**src/rtl/note_track_if.sv**
```systemverilog
// Spectral-frame input, note-lookup handshake and note report signals of note_track_ctrl.
interface note_track_if #(
  parameter int MAG_WIDTH = 32
);
  logic [MAG_WIDTH-1:0] mag_in;
  logic                 mag_valid_in;
  logic                 mag_last_in;
  logic [12:0]          lookup_bin_out;
  logic                 lookup_ready_out;
  logic [5:0]           lookup_note_in;
  logic [5:0]           note_out;
  logic                 note_valid_out;
  logic                 busy_out;
  logic                 frame_drop_out;

  modport master (
    output mag_in, mag_valid_in, mag_last_in, lookup_note_in,
    input  lookup_bin_out, lookup_ready_out, note_out, note_valid_out, busy_out, frame_drop_out
  );

  modport slave (
    input  mag_in, mag_valid_in, mag_last_in, lookup_note_in,
    output lookup_bin_out, lookup_ready_out, note_out, note_valid_out, busy_out, frame_drop_out
  );
endinterface

```
**src/rtl/note_track_ctrl.sv**
```systemverilog
// Per-frame spectral peak picker driving a bin-to-note lookup, with hysteresis on the
// reported note and discarding of frames that start while a lookup is in flight.
module note_track_ctrl #(
  parameter int NUM_BINS    = 4096,
  parameter int MIN_BIN     = 120,
  parameter int MAX_BIN     = 440,
  parameter int MAG_WIDTH   = 32,
  parameter int MAG_THRESH  = 1000,
  parameter int LOOKUP_WAIT = 24,
  parameter int HOLD_FRAMES = 3
) (
  input logic         clk_in,
  input logic         rst_in,
  note_track_if.slave bus
);
  localparam int WAIT_W = (LOOKUP_WAIT > 1) ? $clog2(LOOKUP_WAIT) : 1;
  localparam int HOLD_W = $clog2(HOLD_FRAMES + 1);
  localparam logic [12:0]          LAST_BIN = 13'(NUM_BINS - 1);
  localparam logic [12:0]          LO_BIN   = 13'(MIN_BIN);
  localparam logic [12:0]          HI_BIN   = 13'(MAX_BIN);
  localparam logic [MAG_WIDTH-1:0] THRESH   = MAG_WIDTH'(MAG_THRESH);

  typedef enum logic [1:0] {SCAN, REQ, WAIT, DECIDE} state_t;

  state_t               state;
  logic [12:0]          bin_cnt;
  logic                 bin_ovf;
  logic [MAG_WIDTH-1:0] run_max;
  logic [12:0]          run_bin;
  logic [MAG_WIDTH-1:0] peak_mag;
  logic                 in_frame;
  logic                 dropping;
  logic [5:0]           prev_cand;
  logic [HOLD_W-1:0]    stable_cnt;
  logic [WAIT_W-1:0]    wait_cnt;

  function automatic logic [HOLD_W-1:0] sat_hold(input logic [HOLD_W-1:0] c);
    return (c >= HOLD_W'(HOLD_FRAMES)) ? HOLD_W'(HOLD_FRAMES) : c + HOLD_W'(1);
  endfunction

  function automatic logic [12:0] sat_bin(input logic [12:0] c);
    return (c == LAST_BIN) ? c : c + 13'd1;
  endfunction

  logic                 drop_start;
  logic                 drop_now;
  logic                 bin_take;
  logic                 eligible;
  logic [MAG_WIDTH-1:0] cur_max;
  logic [12:0]          cur_bin;
  logic [5:0]           cand;
  logic [HOLD_W-1:0]    next_stable;

  // A frame is dropped when its first valid bin shows up while a lookup is in flight.
  always_comb begin
    drop_start  = bus.mag_valid_in && !in_frame && (state != SCAN);
    drop_now    = dropping || drop_start;
    bin_take    = bus.mag_valid_in && (state == SCAN) && !drop_now;
    eligible    = !bin_ovf && (bin_cnt >= LO_BIN) && (bin_cnt <= HI_BIN);
    cur_max     = run_max;
    cur_bin     = run_bin;
    if (bin_take && eligible && (bus.mag_in > run_max)) begin
      cur_max = bus.mag_in;
      cur_bin = bin_cnt;
    end
    cand        = ((peak_mag < THRESH) || !bus.lookup_note_in[5]) ? 6'd0 : bus.lookup_note_in;
    next_stable = (cand == prev_cand) ? sat_hold(stable_cnt) : HOLD_W'(1);
  end

  always_ff @(posedge clk_in) begin
    if (rst_in) begin
      state                <= SCAN;
      bin_cnt              <= '0;
      bin_ovf              <= 1'b0;
      run_max              <= '0;
      run_bin              <= '0;
      peak_mag             <= '0;
      in_frame             <= 1'b0;
      dropping             <= 1'b0;
      prev_cand            <= '0;
      stable_cnt           <= '0;
      wait_cnt             <= '0;
      bus.lookup_bin_out   <= '0;
      bus.lookup_ready_out <= 1'b0;
      bus.note_out         <= '0;
      bus.note_valid_out   <= 1'b0;
      bus.busy_out         <= 1'b0;
      bus.frame_drop_out   <= 1'b0;
    end else begin
      bus.lookup_ready_out <= 1'b0;
      bus.note_valid_out   <= 1'b0;
      bus.frame_drop_out   <= 1'b0;

      if (bus.mag_valid_in) begin
        if (bus.mag_last_in) begin
          in_frame <= 1'b0;
          dropping <= 1'b0;
          if (drop_now) bus.frame_drop_out <= 1'b1;
        end else begin
          in_frame <= 1'b1;
          if (drop_start) dropping <= 1'b1;
        end
      end

      if (bin_take) begin
        if (bus.mag_last_in) begin
          bin_cnt <= '0;
          bin_ovf <= 1'b0;
          run_max <= '0;
          run_bin <= '0;
        end else begin
          run_max <= cur_max;
          run_bin <= cur_bin;
          bin_cnt <= sat_bin(bin_cnt);
          if (bin_cnt == LAST_BIN) bin_ovf <= 1'b1;
        end
      end

      case (state)
        SCAN: begin
          if (bin_take && bus.mag_last_in) begin
            bus.lookup_bin_out   <= cur_bin;
            peak_mag             <= cur_max;
            bus.lookup_ready_out <= 1'b1;
            bus.busy_out         <= 1'b1;
            state                <= REQ;
          end
        end
        REQ: begin
          wait_cnt <= '0;
          state    <= WAIT;
        end
        WAIT: begin
          if (wait_cnt == WAIT_W'(LOOKUP_WAIT - 1)) state <= DECIDE;
          else wait_cnt <= wait_cnt + WAIT_W'(1);
        end
        DECIDE: begin
          prev_cand  <= cand;
          stable_cnt <= next_stable;
          if ((next_stable == HOLD_W'(HOLD_FRAMES)) && (cand != bus.note_out)) begin
            bus.note_out       <= cand;
            bus.note_valid_out <= 1'b1;
          end
          bus.busy_out <= 1'b0;
          state        <= SCAN;
        end
        default: state <= SCAN;
      endcase
    end
  end
endmodule

```
**src/flat_wrapper.sv**
```systemverilog
// flat-port wrapper written by rule: the top's interface ports become plain ports
module note_track_ctrl_flat 
#(
  parameter int NUM_BINS    = 4096,
  parameter int MIN_BIN     = 120,
  parameter int MAX_BIN     = 440,
  parameter int MAG_WIDTH   = 32,
  parameter int MAG_THRESH  = 1000,
  parameter int LOOKUP_WAIT = 24,
  parameter int HOLD_FRAMES = 3
)
  (clk_in, rst_in, bus_mag_in, bus_mag_valid_in, bus_mag_last_in, bus_lookup_note_in, bus_lookup_bin_out, bus_lookup_ready_out, bus_note_out, bus_note_valid_out, bus_busy_out, bus_frame_drop_out);
  note_track_if #(.MAG_WIDTH(MAG_WIDTH)) bus_i ();
  input logic clk_in;
  input logic rst_in;
  input wire logic [$bits(bus_i.mag_in)-1:0] bus_mag_in;
  input wire logic [$bits(bus_i.mag_valid_in)-1:0] bus_mag_valid_in;
  input wire logic [$bits(bus_i.mag_last_in)-1:0] bus_mag_last_in;
  input wire logic [$bits(bus_i.lookup_note_in)-1:0] bus_lookup_note_in;
  output wire logic [$bits(bus_i.lookup_bin_out)-1:0] bus_lookup_bin_out;
  output wire logic [$bits(bus_i.lookup_ready_out)-1:0] bus_lookup_ready_out;
  output wire logic [$bits(bus_i.note_out)-1:0] bus_note_out;
  output wire logic [$bits(bus_i.note_valid_out)-1:0] bus_note_valid_out;
  output wire logic [$bits(bus_i.busy_out)-1:0] bus_busy_out;
  output wire logic [$bits(bus_i.frame_drop_out)-1:0] bus_frame_drop_out;
  assign bus_i.mag_in = bus_mag_in;
  assign bus_i.mag_valid_in = bus_mag_valid_in;
  assign bus_i.mag_last_in = bus_mag_last_in;
  assign bus_i.lookup_note_in = bus_lookup_note_in;
  assign bus_lookup_bin_out = bus_i.lookup_bin_out;
  assign bus_lookup_ready_out = bus_i.lookup_ready_out;
  assign bus_note_out = bus_i.note_out;
  assign bus_note_valid_out = bus_i.note_valid_out;
  assign bus_busy_out = bus_i.busy_out;
  assign bus_frame_drop_out = bus_i.frame_drop_out;
  note_track_ctrl #(.NUM_BINS(NUM_BINS), .MIN_BIN(MIN_BIN), .MAX_BIN(MAX_BIN), .MAG_WIDTH(MAG_WIDTH), .MAG_THRESH(MAG_THRESH), .LOOKUP_WAIT(LOOKUP_WAIT), .HOLD_FRAMES(HOLD_FRAMES)) u_core (.clk_in(clk_in), .rst_in(rst_in), .bus(bus_i));
endmodule
```
**config.mk**
```make
export PLATFORM = sky130hd
export DESIGN_NAME = note_track_ctrl_flat
export DESIGN_NICKNAME = d
export VERILOG_FILES = /design/src/rtl/note_track_if.sv /design/src/rtl/note_track_ctrl.sv /design/src/flat_wrapper.sv
export SDC_FILE = /design/constraint.sdc
export NUM_CORES = 1
export LEC_CHECK = 0
export BUFFER_PORTS_ARGS = -buffer_cell sky130_fd_sc_hd__buf_2
export CORE_MARGIN = 1
export CORE_UTILIZATION = 30
export DETAILED_ROUTE_END_ITERATION = 10
export SYNTH_ARGS = -nofsm -noshare
export SYNTH_HDL_FRONTEND = slang
export SYNTH_SLANG_ARGS = --single-unit
```
**constraint.sdc**
```tcl
create_clock -name clk_in -period 4 [get_ports clk_in]
set_input_delay 1 -clock clk_in [delete_from_list [all_inputs] [get_ports clk_in]]
set_output_delay 1 -clock clk_in [all_outputs]
set_load 0.05 [all_outputs]
```
=== Yosys cells after proc, flatten, opt, wreduce, memory -nomap -nowiden ===
Index checks and enable logic that the tools add are counted.

* $add $sub $neg: 3
* Magnitude comparators: 5
* Equality and inequality tests: 12
* Mux-type cells: 24
* Bitwise logic cells: 4
* Reduce and logical (&&, ||, !) cells: 33

{| class="wikitable"
|+ Operators by type and width
! cell !! number
|-
| 32-bit 2-to-1 mux || 2
|-
| 13-bit 2-to-1 mux || 4
|-
| 32-bit > comparator || 1
|-
| 32-bit by 10-bit less-than comparator with 1-bit output, second input constant || 1
|-
| 2-bit AND reduction || 8
|-
| 13-bit by 1-bit adder with 13-bit output, second input constant || 1
|-
| 13-bit by 12-bit equality test with 1-bit output, second input constant || 1
|-
| 13-bit by 7-bit greater-or-equal comparator with 1-bit output, second input constant || 1
|-
| 13-bit by 9-bit <= comparator with 1-bit output, second input constant || 1
|-
| 1-bit logical AND || 10
|-
| 5-bit case mux with 2 select lines || 1
|-
| 2-bit nonzero test || 5
|-
| 1-bit 2-to-1 mux || 9
|-
| 2-bit 2-to-1 mux || 4
|-
| 2-bit case mux with 4 select lines || 1
|-
| 2-bit equality test, second input constant || 3
|-
| 6-bit equality test || 1
|-
| 6-bit 2-to-1 mux || 1
|-
| 2-bit != test, second input constant || 3
|-
| 6-bit != test || 1
|-
| 5-bit by 1-bit adder with 5-bit output, second input constant || 1
|-
| 5-bit equality test, second input constant || 1
|-
| 5-bit 2-to-1 mux || 1
|-
| 1-bit logical NOT || 4
|-
| 10 further kinds || 15
|}

* Flip-flop bits (word level): 131
* Bits of input ports: 42
* Output and inout bits: 23
* Word-level logic and storage cells: 98

=== Logic depth before layout (Yosys ltp) ===
Gate-level depths: netlist of run 1.

* Depth in word-level cells: 10
* Gate-level depth with buffers: 11
* Gate-level depth less buffers: 9

=== Worst setup path after synthesis of run 1 ===
OpenSTA, ideal clock, no wires.

* Path type: input port to flip-flop
* Start: in bus_mag_in[14]
* End: reg u_core.run_bin[3]
* Library setup time: 0.059 ns
* Arrival time: 2.933 ns
* Required time: 3.941 ns
* Path slack: 1.009 ns
* Cell stages on the path: 10
* Path buffers: 2
* Cells stage by stage: ha_1 -> a21oi_1 -> nand2_1 -> a221o_1 -> a211oi_1 -> a31oi_1 -> buf_4 -> nor3_4 -> buf_2 -> a22o_1

* Word-level cells in the longest chain between the ends: 4

{| class="wikitable"
|+ Ends and longest elaborated chain
! element !! RTL line !! RTL
|-
| start: declaration || flat_wrapper.sv:16 || <nowiki>input wire logic [$bits(bus_i.mag_in)-1:0] bus_mag_in;</nowiki>
|-
| 32-bit > comparator || note_track_ctrl.sv:62 || <nowiki>if (bin_take && eligible && (bus.mag_in > run_max)) begin</nowiki>
|-
| 1-bit logical AND || note_track_ctrl.sv:62 ||
|-
| 13-bit 2-to-1 mux || note_track_ctrl.sv:62 ||
|-
| 13-bit 2-to-1 mux || note_track_ctrl.sv:106 || <nowiki>if (bus.mag_last_in) begin</nowiki>
|-
| end signal: assignment || note_track_ctrl.sv:113 || <nowiki>run_bin <= cur_bin;</nowiki>
|-
| end: declaration || note_track_ctrl.sv:29 || <nowiki>logic [12:0] run_bin;</nowiki>
|}

Every way passes these cells.
A chain may end at the register's enable or synchronous reset.

=== Worst setup path after layout of run 1 ===
* Start: in bus_mag_in[30]
* End: reg u_core.run_max[23]

* Word-level cells in the longest chain between the ends: 4

{| class="wikitable"
|+ Ends and longest elaborated chain
! element !! RTL line !! RTL
|-
| 32-bit > comparator || note_track_ctrl.sv:62 ||
|-
| 1-bit logical AND || note_track_ctrl.sv:62 ||
|-
| 32-bit 2-to-1 mux || note_track_ctrl.sv:62 ||
|-
| 32-bit 2-to-1 mux || note_track_ctrl.sv:106 ||
|-
| end signal: assignment || note_track_ctrl.sv:112 || <nowiki>run_max <= cur_max;</nowiki>
|-
| end: declaration || note_track_ctrl.sv:28 || <nowiki>logic [MAG_WIDTH-1:0] run_max;</nowiki>
|}

Every way passes these cells.

==> flow_summary_export.csv, run 1 <==
group,metric,value,unit
timing,final.setup.tns,0,ns
final_layout,final_cells,985,
grt,grt_pass1_wl,22800,microns
routing,wl_per_cell,14.0,microns
synth,ys_seq_elements,128,
floorplan,die_w,144,microns
synth,synth_flop_cell,"dfxtp_1",
final_layout,drive_above_1_share,15.0,%
floorplan,die_area,0.0206,sq mm
clock_tree,clock_path_buffers,2,
setup_path,startpoint_type,"input port",
floorplan,core,0.0195,sq mm
clock_tree,cts_resized,0,
clock_tree,clkTransAtPathRegs,0.05,ns
grt,grtUsageTotal,14.4,%
synth,synth.cell_area,0.00601,sq mm
clock_tree,cts.sinks,128,
synth,synth_top_family_by_area,"compound AO/OA/AOI/OAI gates",
clock_tree,htree_levels,4,
grt,overflow,0,
floorplan,die_y,144,microns
timing,slew_violations,0,
timing,period_share,78.3,%
setup_path,reg2reg_depth,10,
setup_path,cp-end-kind,"register",
routing,routed_via_density,4.80,
synth,async_flop_share,0,%
setup_path,r2r_start,"u_core.run_max[29]",
timing,post-route-min-period,3.13,ns
setup_path,crit_end,"u_core.run_max[23]",
routing,drc,0,
synth,ys_seq_area_share,42.6,%
run_status,status,"complete, no violations",
min_path,holdCritPathClass,"reg2reg",
final_layout,multi_input_area,0.00314,sq mm
synth,syn_nets,736,
pwr,total_leakage_power,0.00272,uW
grt,antenna_found_initial,1,
final_layout,final-seq-area,0.00256,sq mm
grt,grt_pass1_vias,4489,
placed_design,portBuffers,64,
pwr,power.density,494,mW/mm^2
routing,drtPass1Iterations,4,
timing,hold_ws,0.458,ns
synth,muxShareOfSynthArea,7.01,%
synth,synthSimpleGateAreaFrac,15.2,%
clock_tree,cts_tree,"yes",
synth,synth_edf_count,0,
clock_tree,numCtsBuffers,17,
final_layout,fillers,2047,
synth,synth-xor-area-share,2.48,%
clock_tree,post-cts-setup-buffers,0,
floorplan,initial_utilization,30.8,%
synth,yosys_warnings,0,
timing,fin_skew,0.0100,ns
timing,max_freq,0.319,GHz
placed_design,dp.cells,956,
setup_path,cp.arrival,3.48,ns
final_layout,finalNetCount,792,
clock_tree,holdBufCountCts,0,
setup_path,r2r_slack,1.18,ns
pwr,peakVddDrop,0.263,mV
run,max_cap_viol_count,0,
timing,tightest_slew,0.728,ns
synth,synth_compound_area_share,18.8,%
setup_path,critPathLaunch,"bus_mag_in[30]",
routing,via_count,4727,
clock_tree,insertion_delay,0.41,ns
placed_design,place_congestion,0.767,
synth,netlist_instances,654,
placed_design,hpwl,9560,microns
floorplan,rows,51,
timing,slew_headroom,51.3,%
timing,setup_viol,0,
routing,wl,13800,microns
setup_path,rr_endpoint,"u_core.run_max[23]",
timing,finalHoldViolCount,0,
clock_tree,cts_root_buf,"clkbuf_16",
setup_path,crit_required,4.35,ns
synth,ys_types,50,
floorplan,ios,65,
synth,synth_area_per_cell,9.19,sq um
final_layout,areaGrowthSynthToFinish,19.4,%
setup_path,path_max_fanout,33,
grt,grt_max_degree,51,
routing,ant_nets,0,
timing,rsz0062_at_grt,"no",
synth,yosys.area_share.adder,8.32,%
setup_path,setup.worst_path.class,"in2reg",
routing,drtIter0Drc,190,
==> state kept, by name (all words and copies together) (netlist names), 2 cells and up <==
name	cells
u_core.run_max	32
u_core.peak_mag	29
u_core.bin_cnt	13
u_core.bus.lookup_bin_out	13
u_core.run_bin	13
u_core.bus.note_out	6
u_core.prev_cand	6
u_core.wait_cnt	5
u_core.stable_cnt	2
u_core.state	2
==> worst max-delay path: stages <==
cell and delay [ns]:
buf_2 0.11, ha_1 0.29, and3_1 0.24, nand4_1 0.17, nor3_1 0.32, o31ai_1 0.17
a31oi_4 0.24, and4_1 0.51, buf_12 0.26, a22o_1 0.15
==> through the flow <==
stage               util [%]  instance area [sq um]  setup WS, ns  total power, uW
floorplan                  -                   6010          1.01             1890
global placement        33.8                   6610         0.424             2080
detailed placement      33.8                   6610         0.393             2080
CTS                     36.8                   7180         0.817             3590
global route            36.8                   7180         0.586             3740
finish                  36.8                   7180         0.867             3550
==> synthesized netlist by cell type (10+ instances only) <==
library cell | number | area share (%)
a22o_1 | 42 | 6.1
nand4_1 | 12 | 1.2
a21oi_1 | 41 | 3.4
nand3_1 | 21 | 1.7
inv_1 | 40 | 2.5
clkbuf_1 | 23 | 1.4
mux2i_1 | 41 | 6.8
nand2_1 | 34 | 2.1
a211oi_1 | 29 | 3.6
o21ai_0 | 24 | 2.0
buf_2 | 10 | 0.83
ha_1 | 40 | 8.3
nor3_1 | 13 | 1.1
nor2_1 | 64 | 4.0
dfxtp_1 | 128 | 43
==> cell type report <==
cell class,instances,share of cell area (%)
inverters,40,2.09
clock inverters,6,1.17
well taps,265,4.62
multi-input cells,448,43.7
diodes,1,0.0349
clock buffers,22,6.74
repair buffers,75,5.96
flip-flops and latches,128,35.7
==> cell usage in the layout, fill, tap and decap left out, types with 8 or more instances in the layout <==
master       n
xor2_1       9
nor4_1       9
nand2b_1     8
buf_2       64
nand2_1     34
a22o_1      42
buf_4        9
nor3_1      13
nand4_1     12
nor2_1      63
inv_1       40
o21ai_0     24
mux2i_1     41
dfxtp_1    128
nand3_1     21
clkbuf_16   17
xnor2_1      8
a211oi_1    29
a21oi_1     41
ha_1        40
==> layer usage <==
metal / up-vias / GRT usage [%] / part of all wire (%)
li1: 2473 / - / -
met2: 65 / 22.9 / 45
met1: 2183 / 18.6 / 50
met4: 0 / 4.37 / 0.63
met5: - / 0 / 0
met3: 6 / 4.40 / 4.0
==> logic make-up (layout without fill, tap and decap cells) <==
kind of cell,count (synthesis),in the layout
simple gates,186,186
compound gates,163,163
flops,128,128
buf+inv,78,143
mux,42,42
fa+ha+maj,40,40
xor+xnor,17,17
other cells,0,1
==> worst min path at each step <==
| stage | endpoint | from | depth (start not counted) | slack, ns |
|---|---|---|---|---|
| floorplan | u_core.bin_cnt[12] | u_core.bin_cnt[12] | 2 | 0.43 |
| finish | u_core.run_bin[11] | u_core.run_bin[11] | 1 | 0.46 |
| global route | u_core.bin_cnt[12] | u_core.bin_cnt[12] | 2 | 0.47 |
| CTS | u_core.run_bin[9] | u_core.run_bin[9] | 1 | 0.46 |
| global placement | u_core.bin_cnt[12] | u_core.bin_cnt[12] | 2 | 0.44 |
| detailed placement | u_core.run_bin[9] | u_core.run_bin[9] | 1 | 0.45 |
==> power by group <==
group / switching (uW) / internal, uW / total [uW]
clock network: 533 / 967 / 1500
registers: 54.6 / 1370 / 1430
logic: 417 / 207 / 624
Note: power is estimated with default switching activity, not from simulation.
==> run 2, diff against run 1 <==
- ABC_AREA: not set -> 1
- clock period: 4 -> 3.3 ns (I/O delays scaled with it)
==> run 2 against run 1 <==
Non-clock buffer count up 4. Synthesized cell count rose by 46%. Worst hold slack lost 0.012 ns. Sequential power increased by 13%. Sequential share of layout area fell by 3.0 points. Final cell count rose by 32%. Die area rose by 11%. Area after synthesis increased by 11%. Via count grew 29%.
==> flow_summary_export.csv, run 2 <==
group,metric,value,unit
final_layout,largest_reg_flops,32,
min_path,hp-start,"u_core.bus.lookup_bin_out[3]",
timing,slew_headroom,23.8,%
grt,grt_pass1_vias,5565,
setup_path,critPathTopFamily,"compound AO/OA/AOI/OAI gates",
clock_tree,clock_path_buffers,2,
timing,slew_violations,0,
setup_path,rr_endpoint,"u_core.run_max[4]",
grt,grt_pass1_wl,26800,microns
routing,ant_nets,0,
floorplan,initial_utilization,30.6,%
pwr,total_leakage_power,0.00351,uW
final_layout,largestRegisters,"u_core.run_max (32), u_core.peak_mag (29)",
setup_path,path_buf_inv,3,
setup_path,cp-end-kind,"register",
final_layout,final_common_cell,"nand2_1",
final_layout,layout_common_cells,"nand2_1, dfxtp_1, inv_1",
timing,finalHoldViolCount,0,
synth,ys_types,38,
setup_path,reg2reg_depth,8,
routing,wl,16500,microns
setup_path,r2r_slack,0.88,ns
setup_path,startpoint_type,"input port",
min_path,min_path_cells,2,
synth,synth_flop_cell,"dfxtp_1",
clock_tree,htree_levels,4,
clock_tree,numCtsBuffers,17,
timing,period_share,75.3,%
pwr,peakVddDrop,0.224,mV
timing,max_freq,0.402,GHz
floorplan,ios,65,
setup_path,critPathMaxStageDelay,0.30,ns
final_layout,regMostFlops,"u_core.run_max",
final_layout,finalNetCount,1090,
timing,post-route-min-period,2.49,ns
run_status,status,"complete, no violations",
routing,drc,0,
setup_path,r2r_start,"u_core.state[1]",
routing,via_count,6086,
timing,hold_ws,0.446,ns
synth,syn_nets,1034,
synth,synth_most_common_cell,"nand2_1",
setup_path,cpMaxStageDelayCell,"ha_1",
setup_path,crit_chain,"buf_2 -> ha_1 -> a21oi_1 -> nor2_1 -> a211oi_1 -> o21ai_0 -> a21oi_1 -> nand2_1 -> nand2_2 -> buf_4 -> inv_1 -> nor2_1 -> nand2_1 -> a21oi_1",
timing,setup_viol,0,
synth,synth.largest_area_cell,"dfxtp_1",
run,max_cap_viol_count,0,
setup_path,crit_required,3.64,ns
clock_tree,cts_root_buf,"clkbuf_16",
synth,ys_seq_area_share,38.4,%
setup_path,cpMostUsedCell,"a21oi_1",
grt,grtUsageTotal,14.9,%
min_path,min_to,"u_core.bus.lookup_bin_out[3]",
synth,netlist_instances,952,
placed_design,place_congestion,0.809,
min_path,holdCritPathClass,"reg2reg",
synth,yosys_warnings,0,
final_layout,areaGrowthSynthToFinish,17.4,%
final_layout,n_antenna_cell,0,
synth,synth_edf_count,0,
synth,synthTopCellsByArea,"dfxtp_1, nand2_1, ha_1",
timing,fin_skew,0.0107,ns
synth,async_flop_share,0,%
synth,synth_area_per_cell,7.01,sq um
timing,tightest_slew,1.14,ns
floorplan,die_y,151,microns
grt,grt_max_degree,49,
grt,antenna_found_initial,0,
floorplan,rows,54,
floorplan,die_area,0.0229,sq mm
setup_path,setup.worst_path.class,"in2reg",
routing,drtPass1Iterations,5,
synth,synth.cell_area,0.00668,sq mm
setup_path,path_max_fanout,15,
synth,yosys-top-cells-count,"nand2_1, dfxtp_1, inv_1, nand3_1, a21oi_1",
synth,synth_top_area_share,38.4,%
clock_tree,cts_resized,0,
clock_tree,clkTransAtPathRegs,0.06,ns
routing,drtIter0Drc,380,
clock_tree,holdBufCountCts,0,
final_layout,drive_above_1_share,13.7,%
timing,rsz0062_at_grt,"no",
clock_tree,cts_tree,"yes",
placed_design,portBuffers,64,
pwr,power.density,499,mW/mm^2
clock_tree,insertion_delay,0.41,ns
timing,final.setup.tns,0,ns
setup_path,cp.arrival,2.83,ns
placed_design,hpwl,11400,microns
grt,overflow,0,
clock_tree,post-cts-setup-buffers,0,
floorplan,core,0.0218,sq mm
routing,routed_via_density,4.68,
floorplan,die_w,151,microns
routing,wl_per_cell,12.7,microns
clock_tree,cts.sinks,128,
synth,ys_seq_elements,128,
==> run 2: changes by cell type in the layout (fill, tap and decap cells not counted), sizes merged, moves of 7 or more <==
| cell | before | now |
|---|---|---|
| nand3b | 2 | 33 |
| inv | 40 | 116 |
| clkinv | 4 | 11 |
| a22o | 42 | 0 |
| a21oi | 41 | 88 |
| xnor2 | 8 | 0 |
| o21ai | 25 | 37 |
| nor4 | 10 | 1 |
| nand3 | 21 | 104 |
| nand2b | 8 | 0 |
| nand2 | 34 | 250 |
| mux2i | 41 | 0 |
| a211oi | 29 | 5 |
==> run 2: kinds of logic after synthesis <==
group	Yosys count	synth area share, %
flops	128	38.4
buf+inv	161	9.72
simple gates	480	32.6
xor+xnor	4	0.750
compound gates	139	11.1
fa+ha+maj	40	7.49
==> run 2: per-stage QoR <==
stage                     total power [uW]  worst slack [ns]  area (sq um)  util (%)  instances
after detailed placement              2220             0.356          7300      33.4       1269
after global placement                2210             0.364          7300      33.4       1269
after CTS                             3960             0.792          7840      35.9       1300
after floorplan                       2030             0.787          6680         -        952
final                                 3910             0.814          7840      35.9       1300
after global routing                  4100             0.556          7840      35.9       1300
==> run 2: how the worst max path moves through the flow <==
| stage | slack [ns] | end | start | cells past startpoint |
|---|---|---|---|---|
| after floorplan | 0.79 | u_core.peak_mag[17] | bus_mag_in[31] | 11 |
| after global placement | 0.36 | u_core.run_bin[9] | bus_mag_in[21] | 14 |
| after detailed placement | 0.36 | u_core.run_bin[9] | bus_mag_in[21] | 14 |
| after CTS | 0.79 | u_core.run_bin[9] | bus_mag_in[21] | 14 |
| after global routing | 0.56 | u_core.run_bin[9] | bus_mag_in[21] | 14 |
| final | 0.81 | u_core.run_bin[11] | bus_mag_in[21] | 14 |
==> run 2: tightest hold or removal path: stages, from the launching register on <==
cell and delay (ns):
dfxtp_1 0.30, nand2_1 0.06, nand2_1 0.04
==> run 2: where the power goes <==
part           switching, uW  total, uW  internal, uW
Combinational            401        568           167
Clock                    684       1730          1040
Sequential              29.9       1620          1590
==> run 2: routing by layer <==
| metal | wire length [microns] | global-route usage, % | vias to the layer above |
|---|---|---|---|
| li1 | - | - | 3208 |
| met1 | 8060 | 19.8 | 2748 |
| met2 | 7570 | 24.2 | 119 |
| met3 | 687 | 3.22 | 11 |
| met4 | 177 | 4.55 | 0 |
| met5 | 0 | 0 | - |
==> run 2: area by class of cell <==
class	instances	area (sq um)
fillers	2301	14000
multi-input cells	663	3490
flip-flops and latches	128	2560
clock buffers	20	447
inverters	119	447
repair buffers	79	445
well taps	280	350
clock inverters	11	92.6
